==> config.mk <==
export PLATFORM = sky130hd
export DESIGN_NAME = pcm_pingpong_buffer
export DESIGN_NICKNAME = d
export VERILOG_FILES = /design/src/rtl/pcm_pingpong_buffer.sv
export SDC_FILE = /design/constraint.sdc
export NUM_CORES = 1
export LEC_CHECK = 0
export ABC_AREA = 1
export CAP_MARGIN = 20
export CORE_ASPECT_RATIO = 1.25
export CORE_UTILIZATION = 60
export DETAILED_ROUTE_END_ITERATION = 16
export GPL_ROUTABILITY_DRIVEN = 1
export PLACE_DENSITY = 0.81
export SLEW_MARGIN = 20
export SYNTH_ARGS = -nofsm -noshare
export SYNTH_HDL_FRONTEND = slang
export SYNTH_SLANG_ARGS = --single-unit
==> constraint.sdc <==
create_clock -name clk_i -period 3 [get_ports clk_i]
set_input_delay 0.6 -clock clk_i [delete_from_list [all_inputs] [get_ports clk_i]]
set_output_delay 0.6 -clock clk_i [all_outputs]
set_load 0.01 [all_outputs]
==> src/rtl/pcm_pingpong_buffer.sv <==
// Ping-pong sample buffer: captures one PCM channel into two alternating
// banks, hands each full bank to the read side with a one-cycle pulse and
// streams it out over ready/valid. Banks completed while the read side is
// still busy are dropped, flagged and counted.
module pcm_pingpong_buffer #(
    parameter int DEPTH       = 16,
    parameter int WIDTH       = 24,
    parameter bit SELECT_LEFT = 1'b1
) (
    input  logic             clk_i,
    input  logic             rst_i,
    input  logic             sample_stb_i,
    input  logic [WIDTH-1:0] left_sample_i,
    input  logic [WIDTH-1:0] right_sample_i,
    output logic [WIDTH-1:0] read_data_o,
    output logic             read_valid_o,
    input  logic             read_ready_i,
    output logic             buffer_ready_o,
    output logic             overflow_o,
    output logic [15:0]      drop_count_o
);

    localparam int              AW       = (DEPTH > 1) ? $clog2(DEPTH) : 1;
    localparam logic [AW-1:0]   LAST_PTR = AW'(DEPTH - 1);
    localparam logic [15:0]     DROP_MAX = 16'hFFFF;

    typedef enum logic [1:0] {
        R_IDLE  = 2'd0,
        R_FETCH = 2'd1,
        R_OUT   = 2'd2
    } rd_state_t;

    // Both banks live in one array; the top address bit selects the bank.
    logic [WIDTH-1:0] r_mem [0:2*DEPTH-1];

    logic [AW-1:0]    r_wr_ptr;
    logic             r_wr_bank;
    logic [AW-1:0]    r_rd_ptr;
    rd_state_t        r_state;
    rd_state_t        w_state_next;
    logic [WIDTH-1:0] r_read_data;
    logic             r_read_valid;
    logic             r_buffer_ready;
    logic             r_overflow;
    logic [15:0]      r_drop_count;

    logic [WIDTH-1:0] w_sample;
    logic             w_rd_hs;
    logic             w_rd_last;
    logic             w_rd_free;
    logic             w_complete;
    logic             w_handover;
    logic             w_drop;

    assign w_sample   = SELECT_LEFT ? left_sample_i : right_sample_i;

    // The read side always owns the bank the writer is not filling.
    assign w_rd_hs    = (r_state == R_OUT) && read_ready_i;
    assign w_rd_last  = (r_rd_ptr == LAST_PTR);
    assign w_rd_free  = (r_state == R_IDLE) || (w_rd_hs && w_rd_last);
    assign w_complete = sample_stb_i && (r_wr_ptr == LAST_PTR);
    assign w_handover = w_complete && w_rd_free;
    assign w_drop     = w_complete && !w_rd_free;

    // Sample storage write port.
    // NOTE: the RAM has no reset so it maps onto block memory; stale contents
    // are harmless because a bank is only read after it has been fully written.
    always_ff @(posedge clk_i) begin
        if (!rst_i && sample_stb_i) begin
            r_mem[{r_wr_bank, r_wr_ptr}] <= w_sample;
        end
    end

    // Read FSM state register.
    // NOTE: all clocked state uses non-blocking assignments so every flop
    // samples the pre-edge values regardless of statement order.
    always_ff @(posedge clk_i) begin
        if (rst_i) begin
            r_state <= R_IDLE;
        end else begin
            r_state <= w_state_next;
        end
    end

    // Read FSM next-state logic; a handover coinciding with the final
    // handshake restarts the fetch immediately instead of idling.
    // NOTE: the default assignment first keeps this block free of latches.
    always_comb begin
        w_state_next = r_state;
        case (r_state)
            R_IDLE: begin
                if (w_handover) begin
                    w_state_next = R_FETCH;
                end
            end
            R_FETCH: begin
                w_state_next = R_OUT;
            end
            R_OUT: begin
                if (w_rd_hs) begin
                    if (!w_rd_last) begin
                        w_state_next = R_FETCH;
                    end else if (w_handover) begin
                        w_state_next = R_FETCH;
                    end else begin
                        w_state_next = R_IDLE;
                    end
                end
            end
            default: begin
                w_state_next = R_IDLE;
            end
        endcase
    end

    // Write pointer and bank ownership; a dropped bank keeps its bank so the
    // next DEPTH samples overwrite it.
    always_ff @(posedge clk_i) begin
        if (rst_i) begin
            r_wr_ptr  <= '0;
            r_wr_bank <= 1'b0;
        end else begin
            if (sample_stb_i) begin
                r_wr_ptr <= r_wr_ptr + 1'b1;
            end
            if (w_handover) begin
                r_wr_bank <= ~r_wr_bank;
            end
        end
    end

    // Read pointer, registered read data and registered valid.
    always_ff @(posedge clk_i) begin
        if (rst_i) begin
            r_rd_ptr     <= '0;
            r_read_data  <= '0;
            r_read_valid <= 1'b0;
        end else begin
            if (w_handover) begin
                r_rd_ptr <= '0;
            end else if (w_rd_hs && !w_rd_last) begin
                r_rd_ptr <= r_rd_ptr + 1'b1;
            end
            if (r_state == R_FETCH) begin
                r_read_data <= r_mem[{~r_wr_bank, r_rd_ptr}];
            end
            r_read_valid <= (w_state_next == R_OUT);
        end
    end

    // Handover pulse and sticky drop bookkeeping.
    always_ff @(posedge clk_i) begin
        if (rst_i) begin
            r_buffer_ready <= 1'b0;
            r_overflow     <= 1'b0;
            r_drop_count   <= '0;
        end else begin
            r_buffer_ready <= w_handover;
            if (w_drop) begin
                r_overflow <= 1'b1;
                if (r_drop_count != DROP_MAX) begin
                    r_drop_count <= r_drop_count + 16'd1;
                end
            end
        end
    end

    assign read_data_o    = r_read_data;
    assign read_valid_o   = r_read_valid;
    assign buffer_ready_o = r_buffer_ready;
    assign overflow_o     = r_overflow;
    assign drop_count_o   = r_drop_count;

endmodule

==> metrics <==
synthesized flop and latch total=between 800 and 900; hold buffer count at cts=0; reg2reg path depth=3; Clock Tree Buf Depth=3; # fillers=3,617; syn_area_per_cell=10.58 µm²; CP Class=flip-flop to flip-flop; vias in the first global route=25,113; clock sink count=822; Data required, critical path=3.26 ns; top post-synthesis cells by area=edfxtp_1 (67%), nand2_1 (12%), nand3_1 (6.9%); Pre-antenna DRT Iters=7; antenna-violating nets left=0; per-cell routed wire length=22.44 µm; cell area power density=a little under 600 nW/µm²; via-per-instance ratio=between 5 and 6; maxcap violations=0; synth warn=0; port bufs=70; WP data arrival=2.75 ns; Leakage Power=15.15 nW; endpoints failing hold=0; row count=97; Final Net Count=roughly 3,400; vias=24,862; initial DRC count=3,750; Critical Path Sink Type=flip-flop; Final Core Density=between 60 and 70%; Clk network pwr share=a little over two fifths; Remaining Overflow, GRT=0; reg2reg setup slack=0.51 ns; Synth area leader=edfxtp_1; Worst R2R End=r_mem[23][10]$_DFFE_PP_; clock skew=~0.014 ns; CTS clock-pin slew for the worst setup and hold paths=0.07 ns; root buf cell=clkbuf_16; Tmin final=2.493 ns; Net Sw Frac=19.54%; placed insts=4,039; HP Class=flip-flop to flip-flop; initial antenna violation count=1; endpoints failing setup=0; Hold Path Origin=read_data_o[19]$_SDFFE_PP0P_; Total Power=roughly 23 mW; Slew Limit Fails=0; Final period util=83.11%; Slew Limit Headroom=37.26%; DRC viols=0; share of layout cells above drive strength 1=8.540%; Worst-Margin Slew=0.9401 ns; CTS tree=done; logic gate share of total power=roughly 1.6%; post-synth design cell area=about 34,000 µm²; Sequential Power Share=55.5%; post-synthesis instance total=~3,300; Max Clk Rate=roughly 400 MHz; status=completed; Post-CTS Setup Bufs=0; peak supply drop=0.4792 mV; P_int=18.22 mW; pin count of the biggest net entering global routing=118; Non-Filler Instances=4,173; Die Y=270.0 µm; Worst Hold End=read_data_o[19]$_SDFFE_PP0P_; Startpoint Class=flip-flop; GRT Util Overall=32.15%; CTS buffer count=76; number of diodes=0; number of H-tree levels=3; global-route wire length before repair=140,700 µm; Min-Delay Path Depth=2; Final HPWL DP=54,940 µm; sum of negative setup slack=0 ns; RSZ-0062 raised after global routing=false; Core Area=56,440 µm²; I/O pin cnt=between 90 and 100; syn nets=3,319; Die Wd=approximately 220 µm; worst r2r src=r_wr_bank$_SDFFE_PP0P_; Initial Util=61.11%; register area share after synthesis=70.01%; GP Congestion=between 0.8 and 0.9; die area=58,440 µm²; post-cts resize count=0; P&R area growth vs syn=13.73%; Synth top area share=66.87%; Critical Path Fanout Max=24; drt total wl=~94,000 µm; worst skew pair latency=0.62 ns; Unique masters post-synth=26; hold_ws=0.4711 ns; sw power=4.426 mW
-- cells in the mapped netlist --
library cell / count
nor2_2: 2
a21oi_1: 93
inv_1: 339
nand2_1: 1089
xnor2_1: 4
nor2_1: 199
buf_6: 12
a2111oi_0: 1
nor3_1: 6
nand3_1: 477
and3_1: 1
clkbuf_1: 31
o21ai_2: 1
edfxtp_1: 768
buf_4: 19
a211oi_1: 2
inv_2: 5
nand4_1: 2
nand2_2: 1
xor2_1: 5
buf_1: 7
ha_1: 6
inv_6: 1
dfxtp_1: 54
o21ai_0: 34
buf_2: 102
-- power by group through the flow --
stage,Clock [mW],Sequential [mW],Combinational (mW)
2_1_floorplan,0,12.8,0.0653
3_3_place_gp,0,12.8,0.336
3_5_place_dp,0,12.8,0.356
4_1_cts,9.74,12.6,0.360
5_1_grt,10.2,12.6,0.387
6_report,9.71,12.6,0.368
-- state kept, by name, indices dropped and copies added, names as in the netlist, 2 cells and up --
name,cells
r_rd_ptr,4
read_data_o,24
r_state,2
drop_count_o,16
r_mem,768
r_wr_ptr,4
-- cells by family (layout without fill, tap and decap cells) --
group | after synthesis | count (layout) | share of synthesized area [%]
AO/OA/AOI/OAI | 131 | 131 | 1.937
XOR/XNOR | 9 | 9 | 0.2286
adder cells (fa/ha/maj) | 6 | 6 | 0.2177
buffers and inverters | 516 | 686 | 6.469
flip-flops | 822 | 822 | 70.01
AND/OR/NAND/NOR | 1777 | 1777 | 21.14
-- routing by layer --
metal  part of all wire (%)  GRT usage, %
met2                     49         53.19
met3                     11         5.732
met4                    5.7         19.16
met1                     34         39.57
met5                      0             0
-- critical path: stages, from the launching register on --
cell	delay, ns
dfxtp_1	0.87
nand3_1	0.58
nor2_4	0.23
buf_4	0.44
-- metrics by stage --
step	cell area [µm²]	setup WS [ns]
6_report	39220	0.5068
3_3_place_gp	36750	0.3484
5_1_grt	39220	0.4486
4_1_cts	39220	0.6182
2_1_floorplan	34490	0.4860
3_5_place_dp	36750	0.2831
-- how the worst max path moves through the flow --
stage,end,slack (ns),depth (start not counted),from
floorplan,r_mem[23][0]$_DFFE_PP_,0.49,4,r_wr_bank$_SDFFE_PP0P_
global placement,r_mem[0][18]$_DFFE_PP_,0.35,7,sample_stb_i
detailed placement,r_mem[0][22]$_DFFE_PP_,0.28,7,sample_stb_i
CTS,r_mem[23][14]$_DFFE_PP_,0.62,3,r_wr_bank$_SDFFE_PP0P_
global route,read_data_o[10]$_SDFFE_PP0P_,0.45,10,r_rd_ptr[0]$_SDFFE_PP0P_
finish,r_mem[23][10]$_DFFE_PP_,0.51,3,r_wr_bank$_SDFFE_PP0P_
-- layout make-up --
cell class              count  area, µm²  area share, %
flip-flops and latches    822      24150          61.58
clock buffers              97       2117          5.398
inverters                 345       1313          3.346
clock inverters            37      355.3         0.9060
repair buffers            207       1999          5.098
multi-input cells        1923       8357          21.31
well taps                 742      928.4          2.367
-- cell usage in the layout (no fill, tap or decap), drive strengths merged --
cell type         n
a2111oi           1
a211oi            2
a21oi            93
and3              1
buf             138
bufinv            7
clkbuf           97
clkdlybuf4s50    69
clkinv           28
clkinvlp          3
dfxtp            54
edfxtp          768
ha                6
inv             344
nand2          1090
nand3           477
nand4             2
nor2            201
nor3              6
o21ai            35
xnor2             4
xor2              5
(Power assumes the default switching activity.)
